### src/rtl/bram_pkg.sv
// Shared types and the data-pattern generator for the BRAM self-test.
package bram_pkg;

  localparam int PAT_W = 64;

  localparam logic [1:0] PAT_ADDR = 2'd0;
  localparam logic [1:0] PAT_INV  = 2'd1;
  localparam logic [1:0] PAT_CHK  = 2'd2;
  localparam logic [1:0] PAT_ONES = 2'd3;

  typedef enum logic [2:0] {
    S_IDLE  = 3'd0,
    S_WRITE = 3'd1,
    S_READ  = 3'd2,
    S_DRAIN = 3'd3,
    S_DONE  = 3'd4
  } bist_state_e;

  // Result is wide; callers size-cast to their data width, which gives the
  // zero-extend/truncate behaviour for the address patterns.
  function automatic logic [PAT_W-1:0] pattern_word(input logic [PAT_W-1:0] addr,
                                                    input logic [1:0]       sel);
    logic [PAT_W-1:0] w;
    w = '1;
    case (sel)
      PAT_ADDR: w = addr;
      PAT_INV:  w = ~addr;
      PAT_CHK:  w = addr[0] ? {(PAT_W/2){2'b10}} : {(PAT_W/2){2'b01}};
      default:  w = '1;
    endcase
    return w;
  endfunction

endpackage

### src/rtl/bist_delay_line.sv
// Tag pipeline that tracks which address each returning read word belongs to.
module bist_delay_line #(
  parameter int STAGES = 1,
  parameter int ADDR_W = 8
) (
  input  logic              clock,
  input  logic              reset_n,
  input  logic              vld_i,
  input  logic [ADDR_W-1:0] addr_i,
  output logic              vld_o,
  output logic [ADDR_W-1:0] addr_o
);

  logic [STAGES-1:0]             vld_pipe_q;
  logic [STAGES-1:0][ADDR_W-1:0] addr_pipe_q;

  always_ff @(posedge clock or negedge reset_n) begin
    if (!reset_n) begin
      vld_pipe_q  <= '0;
      addr_pipe_q <= '0;
    end else begin
      vld_pipe_q[0]  <= vld_i;
      addr_pipe_q[0] <= addr_i;
      for (int i = 1; i < STAGES; i++) begin
        vld_pipe_q[i]  <= vld_pipe_q[i-1];
        addr_pipe_q[i] <= addr_pipe_q[i-1];
      end
    end
  end

  assign vld_o  = vld_pipe_q[STAGES-1];
  assign addr_o = addr_pipe_q[STAGES-1];

endmodule

### src/rtl/dual_port_ram_bist.sv
// BRAM self-test initiator: fill via port A, read back via port B, count mismatches.
// All RAM-facing and status outputs are registered one cycle behind the FSM state.
module dual_port_ram_bist
  import bram_pkg::*;
#(
  parameter int ADDR_WIDTH   = 8,
  parameter int DATA_WIDTH   = 8,
  parameter int READ_LATENCY = 1
) (
  input  logic                  clock,
  input  logic                  reset_n,
  input  logic                  start,
  input  logic [1:0]            pattern_sel,
  output logic                  busy,
  output logic                  done,
  output logic                  pass,
  output logic [ADDR_WIDTH:0]   error_count,
  output logic [ADDR_WIDTH-1:0] fail_address,
  output logic                  write_enable_A,
  output logic [DATA_WIDTH-1:0] data_in_A,
  output logic [ADDR_WIDTH-1:0] address_A,
  output logic                  write_enable_B,
  output logic [DATA_WIDTH-1:0] data_in_B,
  output logic [ADDR_WIDTH-1:0] address_B,
  input  logic [DATA_WIDTH-1:0] data_out_B
);

  localparam int CW    = ADDR_WIDTH + 1;
  localparam int DEPTH = 2 ** ADDR_WIDTH;

  bist_state_e state_q, state_d;
  logic [CW-1:0]         cnt_q, cnt_d, cnt_inc;
  logic [1:0]            drain_q, drain_d;
  logic [1:0]            sel_q, sel_d;
  logic                  accept;

  logic                  we_a_q, rd_vld_q, busy_q, done_q;
  logic                  pass_q, pass_d;
  logic [ADDR_WIDTH-1:0] addr_a_q, addr_b_q;
  logic [DATA_WIDTH-1:0] din_a_q, wr_pat, cmp_pat;
  logic [CW-1:0]         err_q, err_d;
  logic [ADDR_WIDTH-1:0] fail_q, fail_d;

  logic                  tag_vld;
  logic [ADDR_WIDTH-1:0] tag_addr;
  logic                  mismatch;

  assign accept  = (state_q == S_IDLE) && start;
  assign cnt_inc = cnt_q + 1'b1;
  assign wr_pat  = DATA_WIDTH'(pattern_word(PAT_W'(cnt_q[ADDR_WIDTH-1:0]), sel_q));
  assign cmp_pat = DATA_WIDTH'(pattern_word(PAT_W'(tag_addr), sel_q));

  always_comb begin
    state_d = state_q;
    cnt_d   = cnt_q;
    drain_d = drain_q;
    sel_d   = sel_q;
    case (state_q)
      S_IDLE: if (start) begin
        state_d = S_WRITE;
        cnt_d   = '0;
        sel_d   = pattern_sel;
      end
      S_WRITE: begin
        cnt_d = cnt_inc;
        // carry into the extra counter bit marks the last address
        if (cnt_inc[ADDR_WIDTH]) begin
          state_d = S_READ;
          cnt_d   = '0;
        end
      end
      S_READ: begin
        cnt_d = cnt_inc;
        if (cnt_inc[ADDR_WIDTH]) begin
          state_d = S_DRAIN;
          cnt_d   = '0;
          drain_d = '0;
        end
      end
      S_DRAIN: begin
        drain_d = drain_q + 1'b1;
        if (drain_q == 2'(READ_LATENCY - 1)) state_d = S_DONE;
      end
      S_DONE:  state_d = S_IDLE;
      default: state_d = S_IDLE;
    endcase
  end

  bist_delay_line #(
    .STAGES (READ_LATENCY),
    .ADDR_W (ADDR_WIDTH)
  ) u_tag_pipe (
    .clock   (clock),
    .reset_n (reset_n),
    .vld_i   (rd_vld_q),
    .addr_i  (addr_b_q),
    .vld_o   (tag_vld),
    .addr_o  (tag_addr)
  );

  assign mismatch = tag_vld && (data_out_B != cmp_pat);

  always_comb begin
    err_d  = err_q;
    fail_d = fail_q;
    pass_d = pass_q;
    if (accept) begin
      err_d  = '0;
      fail_d = '0;
      pass_d = 1'b0;
    end else begin
      if (mismatch && (err_q != CW'(DEPTH))) err_d = err_q + 1'b1;
      if (mismatch && (err_q == '0))         fail_d = tag_addr;
      // the last compare can land on the same edge, so use the next count
      if (state_q == S_DONE)                 pass_d = (err_d == '0);
    end
  end

  always_ff @(posedge clock or negedge reset_n) begin
    if (!reset_n) begin
      state_q  <= S_IDLE;
      cnt_q    <= '0;
      drain_q  <= '0;
      sel_q    <= '0;
      we_a_q   <= 1'b0;
      addr_a_q <= '0;
      din_a_q  <= '0;
      addr_b_q <= '0;
      rd_vld_q <= 1'b0;
      busy_q   <= 1'b0;
      done_q   <= 1'b0;
      pass_q   <= 1'b0;
      err_q    <= '0;
      fail_q   <= '0;
    end else begin
      state_q  <= state_d;
      cnt_q    <= cnt_d;
      drain_q  <= drain_d;
      sel_q    <= sel_d;
      we_a_q   <= (state_q == S_WRITE);
      addr_a_q <= (state_q == S_WRITE) ? cnt_q[ADDR_WIDTH-1:0] : '0;
      din_a_q  <= (state_q == S_WRITE) ? wr_pat : '0;
      addr_b_q <= (state_q == S_READ) ? cnt_q[ADDR_WIDTH-1:0] : '0;
      rd_vld_q <= (state_q == S_READ);
      busy_q   <= (state_q != S_IDLE);
      done_q   <= (state_q == S_DONE);
      pass_q   <= pass_d;
      err_q    <= err_d;
      fail_q   <= fail_d;
    end
  end

  assign busy           = busy_q;
  assign done           = done_q;
  assign pass           = pass_q;
  assign error_count    = err_q;
  assign fail_address   = fail_q;
  assign write_enable_A = we_a_q;
  assign data_in_A      = din_a_q;
  assign address_A      = addr_a_q;
  assign write_enable_B = 1'b0;
  assign data_in_B      = '0;
  assign address_B      = addr_b_q;

endmodule

### config.mk
export PLATFORM = sky130hd
export DESIGN_NAME = dual_port_ram_bist
export DESIGN_NICKNAME = d
export VERILOG_FILES = /design/src/rtl/bram_pkg.sv /design/src/rtl/bist_delay_line.sv /design/src/rtl/dual_port_ram_bist.sv
export SDC_FILE = /design/constraint.sdc
export NUM_CORES = 1
export LEC_CHECK = 0
export ABC_AREA = 1
export CAP_MARGIN = 0
export CORE_MARGIN = 8
export CORE_UTILIZATION = 52
export CTS_CLUSTER_SIZE = 8
export DETAILED_ROUTE_END_ITERATION = 12
export PLACE_DENSITY_LB_ADDON = 0.12
export SYNTH_ARGS = -nofsm -noshare
export SYNTH_HDL_FRONTEND = slang
export SYNTH_SLANG_ARGS = --single-unit
### constraint.sdc
create_clock -name clock -period 2.3 [get_ports clock]
set_input_delay 0.46 -clock clock [delete_from_list [all_inputs] [get_ports clock]]
set_output_delay 0.46 -clock clock [all_outputs]
set_load 0.05 [all_outputs]
### After elaboration in Yosys (flattened, before gate mapping)

Cells that the tools add are included.

* register bits: 71
* bits in latches: 0
* bits in writable memories: 0
* ROM bits: 0
* bits of input ports: 13
* output and inout port bits: 54
* word-level logic and storage cells: 76
* memories: 0

* add/subtract/negate cells: 3
* multiply operators: 0
* div/mod/pow operators: 0
* order comparisons: 0
* equality and inequality tests: 12
* shifts and indexed selects: 0
* multiplexer cells: 24
* bitwise logic cells: 2
* reduce and logical (&&, ||, !) cells: 19

Operators with widths (count)
* $mux W8: 8
* $pmux W8 S3: 2
* $mux W9: 4
* $add A9 B1 Y9 const B: 2
* $logic_not A9 Y1: 2
* $pmux W9 S2: 1
* $not A8 Y8: 2
* $mux W3: 4
* $pmux W3 S4: 1
* $ne A9 B9 Y1 const B: 1
* $ne A2 B2 Y1 const B: 4
* $ne A8 B8 Y1: 1
* $reduce_bool A2 Y1: 4
* $eq A3 B2 Y1 const B: 2
* $reduce_and A2 Y1: 3
* $logic_and A1 B1 Y1: 4
* $logic_not A2 Y1: 2
* $pmux W2 S2: 1
* $reduce_and A4 Y1: 1
* $eq A3 B1 Y1 const B: 1
* $eq A3 B3 Y1 const B: 1
* $logic_not A3 Y1: 1
* $reduce_bool A3 Y1: 1
* $add A2 B1 Y2 const B: 1
* other kinds (5): 6

### Depth between registers and ports, before layout

Gate-level depths: netlist (run 1).

* depth in word-level cells: 10
* mapped depth: 19
* mapped depth without buffers: 17

### Modules after synthesis

From an unflattened synthesis (run 1), not the netlist that was laid out.

* cells, all modules: 401
* area, all modules: 3473.3 µm²

Modules (own cells, without submodules)
* dual_port_ram_bist: instances 1, cells each 392, area each 3248.1 µm², sequential area each 1526.5 µm²
* bist_delay_line: instances 1, cells each 9, area each 225.2 µm², sequential area each 225.2 µm²

### Least setup slack after synthesis (run 1)

OpenSTA, ideal clock, no wires.

* kind: register -> register
* start: register err_q[0] (netlist: error_count[0])
* end: register pass_q (netlist: pass)
* setup time: 0.118 ns
* arrival: 2.007 ns
* required time: 2.182 ns
* slack: 0.175 ns
* stages on the path, launching flop included: 15
* clock period less this slack: 2.125 ns
* cell sequence: dfrtp_1 -> inv_1 -> ha_1 -> nand3b_1 -> nor4_1 -> nand2_1 -> nand3_4 -> buf_12 -> nand2_1 -> o21ai_1 -> inv_1 -> nand2_1 -> nor2_1 -> nand2_1 -> nand2_1

* cells in the longest elaborated chain, start to end: 7
* elaborated cells on any way between the ends: 8

RTL lines
* start, declared: line dual_port_ram_bist.sv:41 `logic [CW-1:0] err_q, err_d;`
* start signal, assigned: line dual_port_ram_bist.sv:148 `err_q <= err_d;`
* branches (longest 2 deep; another with $add A9 B1 Y9)
* $mux W9 *: line dual_port_ram_bist.sv:112 `if (mismatch && (err_q != CW'(DEPTH))) err_d = err_q + 1'b1;`
* $mux W9 *: line dual_port_ram_bist.sv:107 `if (accept) begin`
* $logic_not A9 Y1 *: line dual_port_ram_bist.sv:115 `if (state_q == S_DONE) pass_d = (err_d == '0);`
* $mux W1 *: line dual_port_ram_bist.sv:115
* $mux W1 *: line dual_port_ram_bist.sv:107
* end signal, assigned: line dual_port_ram_bist.sv:147 `pass_q <= pass_d;`
* end, declared: line dual_port_ram_bist.sv:38 `logic pass_q, pass_d;`

Mark *: on every way between the ends. The select of a mux whose other input is x is not followed.
A chain may end at the register's enable or synchronous reset.

### Worst setup path after layout (run 1)

* start: register err_q[4] (netlist: error_count[4])
* end: output error_count[4]

RTL lines
* end, declared: line dual_port_ram_bist.sv:17 `output logic [ADDR_WIDTH:0] error_count,`

No word-level cell between the ends.

==> results.tsv, run 1 <==
metric	value	unit
status	complete, no violations	
CTS tree	built	
Antenna Cells	0	
Leak	2.10	nW
sequential fraction of design power	0.318	
DRC	0	
initial antenna violation count	0	
crit path capture type	primary output	
Fmax	0.458	GHz
clk_skew	0.0149	ns
Core Region	0.00642	sq mm
routed length per instance	14.5	microns
Syn. warnings	0	
Num CTS Buffers	9	
Initial Util	0.541	
area taken by multi-input logic gates	0.00142	sq mm
Synth area leader	dfrtp_1	
sw power	2.53	mW
most frequent cell after synthesis	nand2_1	
Critical Path RT	1.84	ns
Slew HR	0.655	
Final WS setup	0.118	ns
placed cells	533	
Root Buffer	clkbuf_8	
fin crit period	2.18	ns
Crit Path Max Fanout	7	
reg2reg setup slack	0.17	ns
DP Area	0.00410	sq mm
Cell Rows	29	
Final Hold Viols	0	
EDFF count, synth	0	
largest net degree at the start of global routing	71	
total track usage	0.170	
slowest CP cell	clkdlybuf4s50_1	
first-pass GRT wire length	13300	microns
register area	0.00175	sq mm
Mapped Area	0.00347	sq mm
PwrDens	1260	mW/mm^2
CP delay by family, top	buffers and inverters	
Max IR drop VDD	0.699	mV
Worst EP arrival	1.72	ns
Fill cells	515	
Die Y	97.7	microns
worst path cell trace	clkdlybuf4s50_1	
Final period util	0.949	
routed wire length	7980	microns
IO Pins	67	
layout cells sized above 1	0.133	
maxcap violations	0	
crit path launch type	flop	
share of the synthesized area in the top cell type	0.504	
post-DP HPWL	5820	microns
fin cells	550	
Sw Ratio	0.460	
slowest stage delay, CP	0.86	ns
Die ar.	0.00955	sq mm
Slew @ Worst Pin	0.516	ns
syn avg cell area	8.66	sq um
area growth from synthesis to layout	25.3	%
Comb power frac	0.485	
Hold Path Class	in -> async	
most used flip-flop cell after synthesis	dfrtp_1	
Placer Congestion	0.882	
Post-Layout Inst Area	0.00435	sq mm
detail-routed via count per cell	5.18	
port bufs	57	
dpl ws	0.0895	ns
ys async rst share	1.00	
drt first pass iters	5	
Seq/Total Area, Yosys	0.504	
NumNets Final	485	
Clock Latency Late Sink	0.35	ns
Max Root-Sink Buffers	2	
Cell Int Power	2.97	mW
Sink Count	70	
total power	5.51	mW
DRT iter0 DRCs	102	
worst path bufs/invs	1	
final slew viol count	0	
clk slew on worst S/H paths	0.08	ns
H-tree depth	3	
cts hold-fix bufs	0	
Via Count	2851	
WS Path Type	reg -> out	
final setup fails	0	
Chip Width	97.7	microns
antenna-violating nets left	0	
Yosys reg bits	70	
clock share of power	0.197	
vias in the first global route	2812	
Cell variety after synth	37	
synth cell count leaders	87 x nand2_1, 70 x dfrtp_1, 49 x inv_1, 34 x nor2_1, 28 x nand3_1	
Mapped Cells	401	
synth top area cells	dfrtp_1 50%, nand2_1 9.4%, inv_1 5.3%	
total grt overflow	0	
-- power by group through the flow --
stage,Sequential [mW],Clock [mW],Combinational (mW)
2_1_floorplan,2.24,0,1.44
3_3_place_gp,1.76,0,2.58
3_5_place_dp,1.77,0,2.62
4_1_cts,1.75,1.12,2.64
5_1_grt,1.79,1.17,2.91
6_report,1.75,1.09,2.67
-- cell usage in the layout (no fill, tap or decap), drive strengths merged, types with 4 or more instances in the layout --
cell / count
xor2: 10
clkdlybuf4s50: 56
o31ai: 4
o21ai: 18
nand3: 33
nand2: 97
buf: 12
nor2: 41
conb: 9
clkbuf: 10
a21oi: 16
nor3: 4
inv: 55
nand4: 15
dfrtp: 70
ha: 4
-- final timing paths --
check                                from          endpoint  cells after the start
min                               reset_n    error_count[3]                      2
max                        error_count[4]    error_count[4]                      1
max reg2reg                      sel_q[1]              pass                     15
min reg2reg                      rd_vld_q  u_tag_pipe.vld_o                      0
min in group clock               rd_vld_q  u_tag_pipe.vld_o                      0
max in group asynchronous         reset_n          sel_q[1]                      2
-- repair_timing --
action                     4_1_cts  5_1_grt
setup buffers                    0        1
hold endpoints to repair         0        0
gates resized for setup          0        6
setup endpoints to repair        0        9
-- stage by stage --
step                      utilization  setup TNS [ns]  hold slack [ns]
final                           0.678               0            0.101
after global routing            0.678       -0.000386            0.142
after CTS                       0.673               0            0.128
after detailed placement        0.639               0            0.353
after global placement          0.639               0            0.334
after floorplan                     -               0            0.164
-- cell families after synthesis --
group | share of synthesized area
flip-flops | 0.504
AND/OR/NAND/NOR | 0.275
other | 0.00108
AO/OA/AOI/OAI | 0.0781
adder cells (fa/ha/maj) | 0.0144
XOR/XNOR | 0.0252
buffers and inverters | 0.102
-- layer usage --
layer,vias to the layer above,share of wire,GRT usage,wire [microns]
met1,1365,0.43,0.194,3420
li1,1407,-,-,-
met2,73,0.50,0.291,3970
met4,0,0.0074,0.0528,59
met5,-,0,0,0
met3,6,0.067,0.0625,535
-- area by class of cell --
type                            count  area share
Inverter                           54      0.0466
Clock buffer                       10      0.0293
Tap cell                           77      0.0221
Multi-Input combinational cell    265       0.325
Timing Repair Buffer               68       0.153
Clock inverter                      6      0.0216
Sequential cell                    70       0.403
-- state kept, by name (all words and copies together) (netlist names), 2 cells and up --
| register | cells |
|---|---|
| error_count | 9 |
| address_A | 8 |
| address_B | 8 |
| cnt_q | 8 |
| data_in_A | 8 |
| fail_address | 8 |
| u_tag_pipe.addr_o | 8 |
| state_q | 3 |
| drain_q | 2 |
| sel_q | 2 |
Note: power is estimated with default switching activity, not from simulation.
==> run 2, diff against run 1 <==
CORE_UTILIZATION = 56   (was 52)
CTS_CLUSTER_DIAMETER = 30   (was not set)
clock period = 2.8 ns   (was 2.3 ns; I/O delays follow)
==> results.tsv, run 2 (synthesized netlist as in run 1, its figures left out) <==
metric	value	unit	change
status	complete, no violations		
detail-routed via count per cell	5.20		+0.31%
Hold Path End	u_tag_pipe.vld_o		
Via Count	2813		-1.3%
FF-to-FF Start	sel_q[1]		
final hold slack	0.355	ns	+0.254 ns
clk_skew	0.0107	ns	-0.00423 ns
post-DP HPWL	5620	microns	-3.4%
Clock Latency Late Sink	0.34	ns	about the same
max reg flops	9		unchanged
post-cts resize count	0		unchanged
Crit Path Max Fanout	13		+6
Slew @ Worst Pin	0.861	ns	+0.346 ns
Worst EP arrival	2.69	ns	+0.97 ns
vias in the first global route	2740		-2.6%
Antenna Cells	0		unchanged
setup bufs post-CTS	0		unchanged
total grt overflow	0		unchanged
CP delay by family, top	simple AND/OR/NAND/NOR gates		
H-tree depth	3		unchanged
first-pass GRT wire length	12800	microns	-3.7%
Crit path top cell by count	nand2_1		
Placer Congestion	0.898		+1.8%
Num CTS Buffers	9		unchanged
critical path depth	12		+11
final slew viol count	0		unchanged
Post-Route Setup TNS	0	ns	unchanged
port bufs	57		unchanged
worst path bufs/invs	1		unchanged
fin crit period	2.41	ns	
Worst Hold Depth	0		
routed wl met3	459	microns	-14%
DP Area	0.00404	sq mm	-1.5%
antenna-violating nets left	0		unchanged
layout cells sized above 1	0.114		-0.0195
Fmax	0.415	GHz	
reg2reg end	fail_address[4]		
sequential fraction of design power	0.329		+0.011
crit path capture type	flop		
Cell Int Power	2.41	mW	-19%
WS Path Type	reg -> reg		
highest metal used	met4		
Chip Width	94.8	microns	-3.0%
Die ar.	0.00898	sq mm	-6.0%
IO Pins	67		unchanged
initial antenna violation count	0		unchanged
final setup fails	0		unchanged
routed wire length	7750	microns	-3.0%
crit path launch type	flop		
area growth from synthesis to layout	23.0	%	
total power	4.45	mW	-19%
Hold Path Class	reg -> reg		
largest net degree at the start of global routing	71		unchanged
Max Root-Sink Buffers	2		unchanged
reg2reg setup slack	0.39	ns	+0.22 ns
routed length per instance	14.3	microns	-1.3%
Final period util	0.860		
DRC	0		unchanged
Slew HR	0.426		-0.229
DRT iter0 DRCs	115		+13%
most common library cell in the layout ignoring fill and taps	nand2_1		
Hold Path Origin	rd_vld_q		
slowest CP cell	dfrtp_1		
drt first pass iters	4		-1
met1 wire length	3340	microns	-2.3%
PwrDens	1040	mW/mm^2	-18%
Die Y	94.8	microns	-3.0%
commonest cells after routing, fill and taps aside	87 x nand2_1, 70 x dfrtp_1, 56 x clkdlybuf4s50_1, 49 x inv_1, 34 x nor2_1		
sw power	2.03	mW	-20%
Max IR drop VDD	0.638	mV	-8.8%
Root Buffer	clkbuf_8		
met2 wire length	3770	microns	-4.9%
Sw Ratio	0.458		-0.00272
Core Region	0.00596	sq mm	-7.3%
Leak	2.07	nW	-1.5%
worst path cell trace	inv_2 -> nand2_1 -> nand3_1 -> nand3_1 -> nand2_1 -> nand2_2 -> nor2_4 -> nand2_4 -> nand4_1 -> nand2_1 -> nand3_1 -> nand2_1		
Sink Count	70		unchanged
Critical Path RT	3.08	ns	+1.24 ns
Initial Util	0.583		+0.0424
cts hold-fix bufs	0		unchanged
Final Hold Viols	0		unchanged
Comb power frac	0.460		-0.025
R2R depth	12		-3
RSZ-0062 raised after global routing	false		
clock share of power	0.210		+0.013
maxcap violations	0		unchanged
clk slew on worst S/H paths	0.08	ns	about the same
total track usage	0.181		+0.0111
Post-Layout Inst Area	0.00428	sq mm	-1.8%
slowest stage delay, CP	0.67	ns	-0.19 ns
CTS tree	built		
NumNets Final	478		-1.4%
Cell Rows	28		-3.4%
## run 2: changes by cell type in the layout (fill, tap and decap cells not counted), moves of 2 or more
| cell | previous run | this run |
|---|---|---|
| dfrtp_1 | 68 | 70 |
| buf_4 | 9 | 4 |
| dfrtp_2 | 2 | 0 |
| clkbuf_8 | 9 | 11 |
## run 2: worst max-delay path by stage
stage | startpoint | end | slack, ns
5_1_grt | sel_q[1] | fail_address[4] | 0.06
4_1_cts | sel_q[1] | fail_address[4] | 0.38
6_report | sel_q[1] | fail_address[4] | 0.39
3_3_place_gp | data_out_B[0] | fail_address[3] | 0.46
3_5_place_dp | data_out_B[5] | fail_address[4] | 0.39
2_1_floorplan | error_count[0] | pass | 0.67
## run 2: through the flow
step	setup slack, ns	utilization	cells
after CTS	0.377	0.718	541
after global routing	0.0579	0.718	541
final	0.393	0.718	541
after floorplan	0.675	-	409
after detailed placement	0.391	0.679	525
after global placement	0.457	0.679	525
## run 2: metal layers
layer,vias to the layer above,GRT usage
met5,-,0
met4,0,0.0910
met1,1322,0.215
met2,77,0.307
met3,12,0.0357
li1,1402,-
## run 2: power by group through the flow
stage	logic, mW	clock network [mW]	registers (mW)
2_1_floorplan	1.18	0	1.84
3_3_place_gp	2.00	0	1.47
4_1_cts	2.05	0.946	1.46
3_5_place_dp	2.04	0	1.48
5_1_grt	2.25	0.990	1.49
6_report	2.05	0.936	1.46
## run 2: layout make-up
| class | count | area [sq um] |
|---|---|---|
| fill | 458 | 1680 |
| timing repair buffer | 61 | 596 |
| clock buffer | 11 | 151 |
| clock inverter | 5 | 81.3 |
| sequential | 70 | 1750 |
| inverter | 54 | 203 |
| tap | 75 | 93.8 |
| multi-input combinational | 265 | 1400 |
